[src/rtl/scan_step_sequencer.sv]
// scan_step_sequencer: steps a DAC threshold, fires one counter gate per point
// and hands each captured count/time downstream under valid/ready.
module scan_step_sequencer #(
  parameter int DAC_WIDTH     = 12,
  parameter int STEP_WIDTH    = 16,
  parameter int SETTLE_CYCLES = 5000,
  parameter int CLK_HZ        = 50000000,
  parameter int TMO_MARGIN_S  = 2
) (
  input  logic                  clk,
  input  logic                  res_n,
  input  logic                  scan_go,
  input  logic                  abort,
  input  logic [DAC_WIDTH-1:0]  cfg_dac0,
  input  logic [DAC_WIDTH-1:0]  cfg_step,
  input  logic [STEP_WIDTH-1:0] cfg_npts,
  input  logic [7:0]            cfg_gate_s,
  output logic [DAC_WIDTH-1:0]  dac_value,
  output logic                  dac_load,
  input  logic                  dac_busy,
  input  logic                  cnt_ready,
  output logic                  cnt_start,
  input  logic                  cnt_stop,
  input  logic [31:0]           cnt_data,
  input  logic [31:0]           cnt_time,
  output logic                  res_valid,
  input  logic                  res_ready,
  output logic [STEP_WIDTH-1:0] res_idx,
  output logic [DAC_WIDTH-1:0]  res_dac,
  output logic [31:0]           res_count,
  output logic [31:0]           res_time,
  output logic                  busy,
  output logic                  done,
  output logic                  scan_sat,
  output logic                  scan_err
);
  localparam int SW = $clog2(SETTLE_CYCLES + 1);
  localparam int PW = $clog2(CLK_HZ + 1);
  typedef enum logic [3:0] {
    IDLE, SET_DAC, WAIT_DAC, SETTLE, WAIT_RDY, START, WAIT_STOP, PUSH, NEXT, DONE
  } state_t;
  state_t                state;
  logic [DAC_WIDTH-1:0]  step_r, cur;
  logic [STEP_WIDTH-1:0] npts_r, idx;
  logic [7:0]            gate_r;
  logic                  first;
  logic [SW-1:0]         scnt;
  logic [PW-1:0]         pre;
  logic [9:0]            sec;
  logic [DAC_WIDTH:0]    nxt;
  logic [9:0]            limit;
  // one extra bit so an overflowing threshold is detected instead of wrapping
  assign nxt   = {1'b0, cur} + {1'b0, step_r};
  assign limit = {2'b00, gate_r} + 10'(TMO_MARGIN_S);
  assign busy  = state != IDLE;
  always_ff @(posedge clk or negedge res_n) begin
    if (!res_n) begin
      state     <= IDLE;
      step_r    <= '0;
      cur       <= '0;
      npts_r    <= '0;
      idx       <= '0;
      gate_r    <= '0;
      first     <= 1'b0;
      scnt      <= '0;
      pre       <= '0;
      sec       <= '0;
      dac_value <= '0;
      dac_load  <= 1'b0;
      cnt_start <= 1'b0;
      res_valid <= 1'b0;
      res_idx   <= '0;
      res_dac   <= '0;
      res_count <= '0;
      res_time  <= '0;
      done      <= 1'b0;
      scan_sat  <= 1'b0;
      scan_err  <= 1'b0;
    end else begin
      dac_load  <= 1'b0;
      cnt_start <= 1'b0;
      done      <= 1'b0;
      if (abort) begin
        state     <= IDLE;
        res_valid <= 1'b0;
      end else begin
        case (state)
          IDLE: if (scan_go) begin
            step_r   <= cfg_step;
            npts_r   <= cfg_npts;
            gate_r   <= cfg_gate_s;
            idx      <= '0;
            cur      <= cfg_dac0;
            scan_sat <= 1'b0;
            scan_err <= 1'b0;
            state    <= cfg_npts == '0 ? DONE : SET_DAC;
          end
          SET_DAC: begin
            dac_value <= cur;
            dac_load  <= 1'b1;
            first     <= 1'b1;
            state     <= WAIT_DAC;
          end
          WAIT_DAC: begin
            first <= 1'b0;
            scnt  <= '0;
            if (!first && !dac_busy) state <= SETTLE;
          end
          SETTLE: begin
            scnt <= scnt + 1'b1;
            if (scnt == SW'(SETTLE_CYCLES - 1)) state <= WAIT_RDY;
          end
          WAIT_RDY: if (cnt_ready) state <= START;
          START: begin
            cnt_start <= 1'b1;
            pre       <= '0;
            sec       <= '0;
            state     <= WAIT_STOP;
          end
          WAIT_STOP: begin
            if (cnt_stop) begin
              res_count <= cnt_data;
              res_time  <= cnt_time;
              res_idx   <= idx;
              res_dac   <= cur;
              res_valid <= 1'b1;
              state     <= PUSH;
            end else if (pre == PW'(CLK_HZ - 1)) begin
              pre <= '0;
              sec <= sec + 10'd1;
              if (sec + 10'd1 == limit) begin
                scan_err <= 1'b1;
                state    <= IDLE;
              end
            end else begin
              pre <= pre + 1'b1;
            end
          end
          PUSH: if (res_ready) begin
            res_valid <= 1'b0;
            state     <= NEXT;
          end
          NEXT: begin
            if (idx == npts_r - 1'b1) begin
              state <= DONE;
            end else if (nxt[DAC_WIDTH]) begin
              scan_sat <= 1'b1;
              state    <= DONE;
            end else begin
              cur   <= nxt[DAC_WIDTH-1:0];
              idx   <= idx + 1'b1;
              state <= SET_DAC;
            end
          end
          DONE: begin
            done  <= 1'b1;
            state <= IDLE;
          end
          default: state <= IDLE;
        endcase
      end
    end
  end
endmodule

[config.mk]
export PLATFORM = sky130hd
export DESIGN_NAME = scan_step_sequencer
export DESIGN_NICKNAME = d
export VERILOG_FILES = /design/src/rtl/scan_step_sequencer.sv
export SDC_FILE = /design/constraint.sdc
export NUM_CORES = 1
export LEC_CHECK = 0
export ABC_CLOCK_PERIOD_IN_PS = 3700
export BUFFER_PORTS_ARGS = -buffer_cell sky130_fd_sc_hd__buf_2
export CORE_MARGIN = 2
export CORE_UTILIZATION = 45
export DETAILED_ROUTE_END_ITERATION = 6
export HOLD_SLACK_MARGIN = 0.15
export PLACE_DENSITY_LB_ADDON = 0.15
export RECOVER_POWER = 100
export SETUP_SLACK_MARGIN = 0.1
export SLEW_MARGIN = 10
export SYNTH_ARGS = -nofsm -noshare
export SYNTH_HDL_FRONTEND = slang
export SYNTH_SLANG_ARGS = --single-unit
export TNS_END_PERCENT = 20
[constraint.sdc]
create_clock -name clk -period 3.7 [get_ports clk]
set_clock_uncertainty 0.2 [all_clocks]
set_input_delay 0.37 -clock clk [delete_from_list [all_inputs] [get_ports clk]]
set_output_delay 0.37 -clock clk [all_outputs]
set_load 0.005 [all_outputs]
After elaboration in Yosys (flattened, before gate mapping)
Cells that the tools add are included.
{ "word_totals": {"register_bits": 228, "latchBits": 0, "mem_bits_rw": 0, "mem_bits_ro": 0, "in_bits": 120, "memories": 0} }
{ "classes": {"add_sub_neg": 7, "mul": 0, "n_div": 0, "magnitude_cmp": 0, "eq_ne": 28, "n_shift": 0, "n_mux": 47, "n_bitwise": 1, "reduce_logical": 24} }
{ "op_table": {"columns": ["op", "count"], "rows": [
  ["$mux 26", 2],
  ["$pmux 26 s2", 1],
  ["$mux 16", 3],
  ["$mux 4", 12],
  ["$mux 12", 3],
  ["$pmux 4 s9", 1],
  ["$pmux 16 s2", 1],
  ["$add 26x1->26 const B", 1],
  ["$eq 26x26->1 const B", 1],
  ["$pmux 13 s2", 1],
  ["$pmux 12 s2", 1],
  ["$mux 10", 2],
  ["$pmux 10 s2", 1],
  ["$ne 3x3->1 const B", 6],
  ["$add 16x1->16 const B", 1],
  ["$eq 16x16->1", 1],
  ["$eq 4x3->1 const B", 4],
  ["$logic_not 16->1", 1],
  ["$sub 16x1->16 const B", 1],
  ["$mux 1", 15],
  ["$ne 2x2->1 const B", 7],
  ["$add 12x12->13", 1],
  ["$add 13x1->13 const B", 1],
  ["$eq 13x13->1 const B", 1],
  ["21 further kinds", 38]
]} }

Longest topological paths before layout
Gate-level depths: netlist of the first run.
{ "depth": {"word_depth": 7, "mapped_depth": 12, "ltp_nobuf": 11} }

Worst setup path before layout of the first run
OpenSTA, ideal clock, no wires.
{ "synth_timing": {"kind": "register to register", "from": "register npts_r[0]", "to": "register cur[10]", "setup_time_ps": 119, "arrival_ps": 3107, "slack_ps": 275, "path_stages_with_launch": 11, "n_path_buf": 2, "synth_period_minus_slack_ps": 3425, "cell_sequence": "dfrtp_1 inv_1 ha_1 or4b_1 clkbuf_1 or4_1 o21ba_2 a2111oi_4 nor3_1 clkbuf_1 o21a_1"} }
{ "synth_between": {"elab_chain_cells": 4} }
{ "synth_rtl": {"columns": ["element", "line", "source"], "rows": [
  ["start, declared", "44", "logic [STEP_WIDTH-1:0] npts_r, idx;"],
  ["start signal, assigned", "90", "npts_r <= cfg_npts;"],
  ["$sub 16x1->16", "144", "if (idx == npts_r - 1'b1) begin"],
  ["$eq 16x16->1", "144", null],
  ["$ne 2x2->1 (no line)", null, null],
  ["$reduce_and 5->1 (no line)", null, null],
  ["end signal, assigned", "93", "cur <= cfg_dac0;"],
  ["end signal, assigned", "150", "cur <= nxt[DAC_WIDTH-1:0];"],
  ["end, declared", "43", "logic [DAC_WIDTH-1:0] step_r, cur;"]
]} }
No other way between the ends.
A chain may end at the register's enable or synchronous reset.

Worst setup path in the final report of the first run
{ "layout_timing": {"from": "register sec[0]", "to": "register state[1]"} }
{ "layout_between": {"elab_chain_cells": 4} }
{ "layout_rtl": {"columns": ["element", "line", "source"], "rows": [
  ["start, declared", "49", "logic [9:0] sec;"],
  ["start signal, assigned", "130", "sec <= sec + 10'd1;"],
  ["$add 10x1->10", "131", "if (sec + 10'd1 == limit) begin"],
  ["$eq 10x9->1", "131", null],
  ["$ne 4x4->1 (no line)", null, null],
  ["$reduce_and 7->1 (no line)", null, null],
  ["end signal, assigned", "96", "state <= cfg_npts == '0 ? DONE : SET_DAC;"],
  ["end, declared", "42", "state_t state;"]
]} }
No other way between the ends.

==> results of run 1 <==
## cells in the final DEF, fill, tap and decap left out, types with 29 or more instances in the layout
cell type,count
a21oi_1,42
buf_2,150
clkbuf_1,88
dfrtp_1,228
dlygate4sd3_1,119
mux2_2,94
nand2_1,227
nand3_1,29
nor2_1,83
o21ai_0,50
xor2_1,31
## state kept, by name, indices dropped and copies added (netlist names), 13 cells and up
| register | cells |
|---|---|
| res_count | 32 |
| scnt | 13 |
| res_time | 32 |
| pre | 26 |
| res_idx | 16 |
| idx | 16 |
| npts_r | 16 |
## path summary, 6_finish.rpt
| path | slack [ns] | end | start |
|---|---|---|---|
| max in group asynchronous | 0.59 | res_time[0] | res_n |
| min in group asynchronous | 0.76 | gate_r[3] | res_n |
| hold reg to reg | 0.27 | dac_value[5] | dac_value[5] |
| setup reg to reg | 0.19 | state[1] | sec[0] |
| hold / removal | 0.27 | dac_value[5] | dac_value[5] |
| setup / recovery | 0.19 | state[1] | sec[0] |
## power by group through the flow
| stage | Clock, uW | Sequential (uW) | Combinational, uW |
|---|---|---|---|
| finish | 2670 | 3750 | 3120 |
| global route | 2840 | 3860 | 3530 |
| CTS | 2730 | 3740 | 3230 |
| detailed placement | 0 | 3770 | 3100 |
| global placement | 0 | 3740 | 3070 |
| floorplan | 0 | 3700 | 2030 |
## logic make-up (layout without fill, tap and decap cells)
logic type	Yosys count	in the layout	share of synthesized area
muxes	101	101	0.1009
AOI/OAI and AO/OA	169	169	0.09679
DFF	228	228	0.5102
xor gates and xnor gates	61	61	0.05024
adders and majority gates	19	19	0.02193
buffers and inverters	66	436	0.02238
and+or+nand+nor	477	477	0.1975
## cell usage after synthesis, types with 3 or more instances
cell         n  area share
dfrtp_1    228        0.51
nand2_1    227       0.076
mux2_2      94       0.095
nor2_1      83       0.028
o21ai_0     50       0.022
clkbuf_1    46       0.015
a21oi_1     42       0.019
xor2_1      31       0.024
nand3_1     29       0.013
xnor2_1     28       0.022
nor3_1      27       0.012
ha_1        18       0.020
inv_1       16      0.0054
nor4_1      15      0.0084
o31ai_1     15       0.010
or3_1       15      0.0084
nand2b_1    13      0.0073
and3_1      12      0.0067
nand4_1     11      0.0062
a21o_1       9      0.0060
a31oi_1      8      0.0045
nor2b_1      8      0.0045
mux2i_1      7      0.0063
a211oi_1     6      0.0040
or2_2        6      0.0034
o211ai_1     5      0.0034
o41ai_1      5      0.0039
or4_1        5      0.0034
and4_1       4      0.0031
nand4b_1     4      0.0031
o21a_1       4      0.0027
nand3b_1     3      0.0020
o2111ai_1    3      0.0024
o21bai_1     3      0.0020
## per-stage QoR
step                hold WS [ns]  utilization  total power (uW)  instance area [sq um]  worst slack, ns
floorplan                -0.1256            -              5733                  11180           0.2746
global placement          0.2187       0.5236              6811                  12770           0.1671
detailed placement        0.2089       0.5236              6871                  12770          0.05583
CTS                       0.2552       0.6097              9695                  14870          0.07536
global route              0.3029       0.6034             10230                  14720          0.01955
finish                    0.2736       0.6034              9540                  14720           0.1926
## area by class of cell
cell class / count / area [sq um]
tap: 324 / 405.4
sequential: 228 / 5705
fill: 2111 / 9674
timing repair buffer: 372 / 2394
multi-input combinational: 827 / 5249
inverter: 16 / 60.06
clock inverter: 11 / 140.1
clock buffer: 37 / 763.2
## layer usage
| metal | global-route usage | vias up |
|---|---|---|
| li1 | - | 4622 |
| met1 | 0.2931 | 4564 |
| met2 | 0.3895 | 231 |
| met3 | 0.03698 | 51 |
| met4 | 0.05953 | 0 |
| met5 | 0 | - |
## timing repair
| item | 4_1_cts | 5_1_grt |
|---|---|---|
| hold buffers | 119 | 0 |
| resized for setup | 1 | 2 |
| setup endpoints to repair | 4 | 22 |
| pin swaps | 0 | 1 |
| hold endpoints to repair | 194 | 0 |
| buffers inserted | 0 | 0 |
## worst register-to-register path, cell delays in order (launching register included)
cell,delay [ns]
dfrtp_1,0.43
ha_1,0.29
nand3_1,0.10
or2_0,0.31
xnor3_1,0.45
nor3_1,0.16
o2111ai_1,0.30
a21o_1,0.31
a21oi_1,0.15
o32ai_1,0.11
dlygate4sd3_1,0.59
==> flow_summary.yaml, run 1 <==
die:
  die_height_microns: 161.6
  die_width_microns: 161.6
  core_area_sq_um: 24390
  fp-row-count: 57
  die_area_sq_um: 26130
  start_util: 0.4584
  pin_count: 231
global_routing:
  track_usage: 0.2245
  globalRouteOverflowTotal: 0
  grt_pass1_vias: 9573
  antenna_found_initial: 0
  grt_pass1_wl_microns: 48270
  grt_max_degree: 93
timing:
  fmax_mhz: 285.1
  maxSlewViolCount: 82
  tns_ns: 0
  setup_viol: 0
  tightest_slew_ns: 2.078
  rsz0062_at_grt: "yes"
  relSlewSlack: -0.3856
  hold_violations: 0
  fin_crit_sh: 0.9480
  fin_crit_ns: 3.507
clocking:
  cts-htree-levels: 1
  path_clk_slew_ns: 0.06
  cts_buffer_depth: 3
  cts_tree: "built"
  clk_latency_ns: 0.52
  ctsRootBufferMaster: "clkbuf_16"
  cts_sinks: 228
  cts_buffers: 26
worst_setup_path:
  start_kind: "register"
  path_delay_family: "compound AO/OA/AOI/OAI gates"
  cpPeakStageDelay_ns: 0.59
  critPathBufInv: 1
  worstPathMaxFanout: 6
  crit_chain: "ha_1 -> nand3_1 -> or2_0 -> xnor3_1 -> nor3_1 -> o2111ai_1 -> a21o_1 -> a21oi_1 -> o32ai_1 -> dlygate4sd3_1"
  worstRegToRegCells: 10
  end_kind: "register"
  worst_ep_arrival_time_ns: 3.71
  critical_path_class: "register to register"
  required_ns: 3.90
  cp_slowest_cell: "dlygate4sd3_1"
  path_depth: 10
synthesis:
  avgSynthCellArea_sq_um: 9.975
  synth_enable_flop_cells: 0
  yosys_most_used_dff: "dfrtp_1"
  synthDistinctLibCells: 65
  syn_inst: 1121
  ys_seq_area_frac: 0.5102
  synth_area_sq_um: 11180
  synthArstFlopShare: 1.000
  ys_ff_latch: 228
  syn-num-nets: 1260
  yosys_warnings: 0
power:
  p_leak_uw: 0.006927
  seq_power_share: 0.393
  internal-power_uw: 6323
  pwr-share-comb: 0.327
  power_switching_share: 0.3372
  vdd_drop_max_mv: 0.4860
  switching_power_uw: 3217
  cellPowerDensity_nw_per_um2: 648.2
  clock_power_share: 0.280
cells_and_area:
  area_growth_pct: 31.61
  layoutNonFillerInstCount: 1815
  layout.nets: 1610
  diodes: 0
  drive_above_1_share: 0.2180
route:
  wirelength_met1_microns: 12680
  drt-wirelength-per-cell_microns: 16.19
  routed_wl_microns: 29380
  vias: 9468
  drt-initial-drc-count: 603
  drc: 0
  wl_met2_microns: 14470
  drt_first_pass_iters: 4
  viasPerCell: 5.217
  antenna_left: 0
  dr_wl_met3_microns: 1362
  topRoutingLayerUsed: "met4"
place:
  dp_hpwl_microns: 19740
  place.gp.congestion: 0.8737
  place_inst: 1648
  numPortBuffers: 230
status:
  status: "finished with violations"
  violations: "max-capacitance violations, max-slew violations"
flow_run:
  max-cap-violations: 1
min_path:
  hold_path.class: "register to register"
  whs_path_depth: 2
(Power assumes the default switching activity.)
==> inputs of run 2 (changes only) <==
--- a/config.mk
+++ b/config.mk
@@ -5,6 +5,7 @@
 export SDC_FILE = /design/constraint.sdc
 export NUM_CORES = 1
 export LEC_CHECK = 0
+export ABC_AREA = 1
 export ABC_CLOCK_PERIOD_IN_PS = 3700
 export BUFFER_PORTS_ARGS = -buffer_cell sky130_fd_sc_hd__buf_2
 export CORE_MARGIN = 2
==> run 2 against run 1 <==
  * The flow still finishes with violations (max-capacitance violations, max-slew violations)
  * First-iteration DRC count increased by 20%
  * Via count up 16%
  * Clock-buffer cell count fell by 4
  * Clock power rose by 12%
  * Synthesized cell count is 29% higher
  * Sequential share of layout area shrank 2.0 points
  * Register-to-register slack gained 0.46 ns
==> flow_summary.yaml, run 2 <==
clocking:
  path_clk_slew_ns: 0.06
  cts_buffer_depth: 3
  ctsResizeCount: 0
  clk_latency_ns: 0.53
  cts_setup_buffers: 0
  cts-htree-levels: 1
  cts_sinks: 228
  ctsRootBufferMaster: "clkbuf_16"
  cts_tree: "built"
  cts_buffers: 26
cells_and_area:
  final_common_cell: "nand2_1"
  reg_top3: "res_count (32), res_time (32), pre (26)"
  final_cell_mix: "376 x nand2_1, 228 x dfrtp_1, 161 x buf_2"
  post-route-cell-area_sq_um: 15520
  drive_above_1_share: 0.1774
  n_fill_cell: 2306
  diodes: 0
  layout.nets: 1924
  area_growth_pct: 28.57
  utilization: 0.5921
synthesis:
  netlist.area_leader.share: 0.4728
  synth_area_sq_um: 12070
  syn-num-nets: 1587
  synth.most_common_cell: "nand2_1"
  syn_inst: 1448
  synth_enable_flop_cells: 0
  synth_top_area_cell: "dfrtp_1"
  ys_top_cells_by_area: "dfrtp_1 47%, nand2_1 12%, mux2_2 6.3%"
  synthDistinctLibCells: 50
  synthArstFlopShare: 1.000
  ys_seq_area_frac: 0.4728
  ys_ff_latch: 228
  yosys_most_used_dff: "dfrtp_1"
  avgSynthCellArea_sq_um: 8.334
  yosys-top-cells-count: "375 x nand2_1, 228 x dfrtp_1, 135 x inv_1, 128 x nor2_1, 95 x nand3_1"
  yosys_warnings: 0
timing:
  fmax_mhz: 327.7
  tns_ns: 0
  hold_violations: 0
  tightest_slew_ns: 2.349
  fin_crit_ns: 3.052
  fin_ws_ns: 0.6483
  rsz0062_at_grt: "no"
  setup_viol: 0
  relSlewSlack: -0.5662
  maxSlewViolCount: 89
  fin_crit_sh: 0.8248
worst_setup_path:
  end_kind: "register"
  required_ns: 3.96
  worstRegToRegCells: 14
  critPathCapture: "idx[6]"
  r2r_start: "cur[0]"
  critical_path_class: "register to register"
  r2r_end: "idx[6]"
  worstPathMaxFanout: 28
  cp-startpoint: "cur[0]"
  start_kind: "register"
  worst_ep_arrival_time_ns: 3.32
  r2r_slack_ns: 0.65
global_routing:
  grt_pass1_vias: 10970
  grt_pass1_wl_microns: 54160
  track_usage: 0.2328
  grt_max_degree: 91
  globalRouteOverflowTotal: 0
  antenna_found_initial: 0
place:
  pre_cts_ws_ns: 0.9055
  place.gp.congestion: 0.9711
  numPortBuffers: 230
  dp_hpwl_microns: 22380
  place_area_sq_um: 13500
die:
  pin_count: 231
  fp-row-count: 59
  core_area_sq_um: 26210
  start_util: 0.4605
  die_area_sq_um: 28140
  die_width_microns: 167.8
  die_height_microns: 167.8
route:
  vias: 10960
  routed_wl_microns: 32770
  antenna_left: 0
  drt-wirelength-per-cell_microns: 15.32
  viasPerCell: 5.123
  drt_first_pass_iters: 5
  drc: 0
  drt-initial-drc-count: 722
min_path:
  hold_path.class: "input port to register"
power:
  cellPowerDensity_nw_per_um2: 637.7
  vdd_drop_max_mv: 0.4032
  p_leak_uw: 0.007945
status:
  violations: "max-capacitance violations, max-slew violations"
  status: "finished with violations"
flow_run:
  max-cap-violations: 1
run 2: cell count changes in the layout (fill, tap and decap cells not counted), moves of 13 or more:
cell | previous run | this run
inv_1 | 16 | 137
mux2_2 | 94 | 68
nand2b_1 | 13 | 0
o31ai_1 | 15 | 0
or3_1 | 15 | 1
o21ai_0 | 50 | 76
xnor2_1 | 28 | 10
nand3_1 | 29 | 97
nor3_1 | 25 | 38
nor2_1 | 83 | 133
nand2_1 | 227 | 376
clkbuf_1 | 88 | 69
nand4_1 | 11 | 51
run 2: cell type report:
type                       count  area [sq um]  share of cell area
tap                          335         419.2             0.02701
sequential                   228          5705              0.3677
multi-input combinational   1026          5490              0.3538
clock buffer                  33         758.2             0.04887
clock inverter                14         257.7             0.01661
timing repair buffer         358          2341              0.1509
inverter                     145         544.3             0.03508
run 2: cells by family after synthesis:
logic type / after synthesis / share of synthesized area
multiplexers: 68 / 0.06345
buffers and inverters: 194 / 0.06781
XOR/XNOR: 43 / 0.03121
AO/OA/AOI/OAI: 153 / 0.06895
adder cells (fa/ha/maj): 19 / 0.02032
flip-flops: 228 / 0.4728
AND/OR/NAND/NOR: 743 / 0.2755
run 2: how the worst min path moves through the flow:
stage,to,cells after the start,startpoint
2_1_floorplan,cnt_start,0,res_n
3_3_place_gp,gate_r[7],1,res_n
3_5_place_dp,res_time[12],1,res_n
4_1_cts,state[3],5,scan_go
5_1_grt,state[3],5,scan_go
6_report,state[3],5,scan_go
run 2: critical path: stages (launching register included):
cell	delay (ns)
dfrtp_1	0.37
ha_1	0.17
inv_1	0.05
fa_1	0.39
inv_1	0.09
nand3_1	0.06
nand2_1	0.12
nand3_1	0.08
nand2_1	0.09
nand3_1	0.07
o21ai_0	0.22
nand2_1	0.31
nand3_2	0.53
nand2_1	0.12
nand2_1	0.09
run 2: through the flow:
step | hold slack, ns | power [uW] | cells
after floorplan | -0.1256 | 5874 | 1448
after global placement | 0.2361 | 6815 | 1975
after detailed placement | 0.2418 | 6877 | 1975
after CTS | 0.1671 | 10010 | 2139
after global routing | 0.2385 | 10630 | 2139
final | 0.1925 | 9894 | 2139
run 2: where the power goes:
| group | leakage [uW] | internal, uW | switching, uW |
|---|---|---|---|
| Clock | 0.000495 | 1930 | 1050 |
| Sequential | 0.00302 | 3140 | 523 |
| Combinational | 0.00443 | 1300 | 1950 |
| Total | 0.00794 | 6370 | 3530 |
run 2: timing repair:
action                     in CTS  in global routing
setup endpoints to repair       0                  0
hold endpoints to repair      207                  0
hold buffers                  117                  0
run 2: per-layer routing:
layer | up-vias | wire (microns) | track usage | part of all wire
met1 | 5157 | 14390 | 0.2994 | 0.44
met2 | 313 | 15690 | 0.4078 | 0.48
met3 | 61 | 1802 | 0.03829 | 0.055
met5 | - | 0 | 0 | 0
li1 | 5427 | - | - | -
met4 | 0 | 884 | 0.06200 | 0.027
==> inputs of run 3 (changes only) <==
--- a/config.mk
+++ b/config.mk
@@ -5,8 +5,8 @@
 export SDC_FILE = /design/constraint.sdc
 export NUM_CORES = 1
 export LEC_CHECK = 0
-export ABC_AREA = 1
-export ABC_CLOCK_PERIOD_IN_PS = 3700
+export ABC_AREA = 0
+export ABC_CLOCK_PERIOD_IN_PS = 2750
 export BUFFER_PORTS_ARGS = -buffer_cell sky130_fd_sc_hd__buf_2
 export CORE_MARGIN = 2
 export CORE_UTILIZATION = 45
==> constraint.sdc (replaced) <==
create_clock -name clk -period 2.75 [get_ports clk]
set_clock_uncertainty 0.2 [all_clocks]
set_input_delay 0.275 -clock clk [delete_from_list [all_inputs] [get_ports clk]]
set_output_delay 0.275 -clock clk [all_outputs]
set_load 0.005 [all_outputs]
==> run 3 against run 2 <==
  * The flow finishes with violations (max-capacitance violations, max-slew violations, negative setup slack)
  * Die area fell by 7.2%
  * Utilization rose by 5.3 points
  * Maximum frequency fell by 4.0%
  * Critical path depth fell by 5
  * Combinational power rose by 59%
  * Global-route usage barely moved
  * Sequential share of layout area fell by 0.53 points
  * Wire length fell by 6.1%
  * Non-clock buffer count rose by 114
  * First-iteration DRC count fell by 19%
  * Critical endpoint is now cur[9]
  * Largest cell class unchanged
==> flow_summary.yaml, run 3 (same netlist as run 1, synthesis figures left out) <==
clocking:
  ctsRootBufferMaster: "clkbuf_16"
  cts_buffers: 27
  cts_sinks: 228
  cts_tree: "built"
  cts-htree-levels: 1
  path_clk_slew_ns: 0.06
  cts_buffer_depth: 3
  clk_latency_ns: 0.53
min_path:
  whs_path_depth: 4
  hold_start: "scan_go"
  min_to: "idx[2]"
  hold_path.class: "input port to register"
global_routing:
  grt_max_degree: 63
  antenna_found_initial: 1
  grt_pass1_vias: 9900
  grt_pass1_wl_microns: 49850
  globalRouteOverflowTotal: 0
  track_usage: 0.2330
die:
  fp-row-count: 57
  die_height_microns: 161.6
  die_width_microns: 161.6
  pin_count: 231
  die_area_sq_um: 26130
  start_util: 0.4584
  core_area_sq_um: 24390
worst_setup_path:
  worstRegToRegCells: 9
  required_ns: 3.02
  r2r_end: "cur[9]"
  end_kind: "register"
  worst_ep_arrival_time_ns: 3.45
  r2r_start: "npts_r[8]"
  critical_path_class: "register to register"
  start_kind: "register"
  worstPathMaxFanout: 6
  r2r_slack_ns: -0.43
flow_run:
  max-cap-violations: 1
timing:
  tightest_slew_ns: 1.581
  fin_crit_sh: 1.156
  maxSlewViolCount: 62
  hold_violations: 0
  setup_viol: 31
  rsz0062_at_grt: "yes"
  relSlewSlack: -0.05410
  fin_ws_ns: -0.4288
  fin_crit_ns: 3.179
  tns_ns: -11.13
  whs_ns: 0.1799
  fmax_mhz: 314.6
route:
  drt-wirelength-per-cell_microns: 16.03
  antenna_left: 0
  routed_wl_microns: 30760
  drt_first_pass_iters: 4
  drt-initial-drc-count: 586
  vias: 9919
  viasPerCell: 5.169
  drc: 0
status:
  status: "finished with violations"
  violations: "max-capacitance violations, max-slew violations, negative setup slack"
place:
  place_inst: 1737
  dp_hpwl_microns: 20990
  numPortBuffers: 230
  place.gp.congestion: 0.8546
  pre_cts_ws_ns: -0.5814
cells_and_area:
  final_common_cell: "dfrtp_1"
  n_fill_cell: 2057
  layout.nets: 1712
  final_cell_mix: "228 x dfrtp_1, 224 x nand2_1, 150 x buf_2"
  utilization: 0.6454
  layoutNonFillerInstCount: 1919
  area_growth_pct: 40.79
  reg_top3: "res_count (32), res_time (32), pre (26)"
  drive_above_1_share: 0.2898
power:
  vdd_drop_max_mv: 0.5381
  p_leak_uw: 0.007499
  cellPowerDensity_nw_per_um2: 863.5
-- run 3: cell count changes in the layout (fill, tap and decap cells not counted), sizes merged, moves of 15 or more --
cell / change
nand4: -40
o21ai: -29
nand2: -158
clkbuf: +18
xnor2: +18
o31ai: +15
nor2: -60
buf: +102
mux2: +26
nand3: -70
inv: -127
-- run 3: what timing repair did --
item / in CTS / in global routing
buffers inserted: 2 / 8
gates cloned: 1 / 1
endpoints found under the setup margin: 38 / 54
hold buffers: 120 / 0
gates resized for setup: 17 / 40
pin swaps: 7 / 22
endpoints found under the hold margin: 348 / 0
-- run 3: worst max-delay path by stage --
stage | startpoint | endpoint | slack, ns
floorplan | npts_r[6] | idx[5] | -0.56
global placement | npts_r[0] | cur[0] | -0.53
finish | npts_r[8] | cur[9] | -0.43
global route | npts_r[8] | idx[2] | -0.49
detailed placement | npts_r[0] | cur[2] | -0.58
CTS | npts_r[5] | idx[5] | -0.48
-- run 3: cell type report --
type	count	area (sq um)	share of cell area
sequential	228	5705	0.3624
multi-input combinational	828	5456	0.3466
timing repair buffer	472	3246	0.2062
clock buffer	42	792.0	0.05031
tap	324	405.4	0.02575
clock inverter	8	75.07	0.004769
inverter	16	60.06	0.003815
antenna	1	2.502	0.0001590
-- run 3: critical path: stages, from the launching register on --
cell	delay [ns]
dfrtp_1	0.37
or4_4	0.54
or4_4	0.53
or3_4	0.36
a2111oi_4	0.46
buf_4	0.22
nor3_4	0.07
buf_4	0.15
o211ai_1	0.07
o21a_1	0.15
-- run 3: power breakdown --
group / internal [uW] / leakage [uW] / switching, uW / total [uW]
Sequential: 4310 / 0.00302 / 625 / 4940
Combinational: 2580 / 0.00406 / 2590 / 5170
Clock: 2070 / 0.000425 / 1410 / 3490
-- run 3: metal layers --
metal / wire length [microns] / vias to the layer above / share of wire / GRT usage
li1: - / 4836 / - / -
met1: 13450 / 4740 / 0.44 / 0.3049
met2: 14680 / 272 / 0.48 / 0.3910
met3: 1554 / 71 / 0.051 / 0.04032
met4: 1077 / 0 / 0.035 / 0.08488
met5: 0 / - / 0 / 0
-- run 3: stage by stage --
step                      cell area [sq um]  total power, uW
after floorplan                       11180             7718
after global placement                13480             9816
after detailed placement              13480             9927
after CTS                             15650            13680
after global routing                  15740            14530
final                                 15740            13590
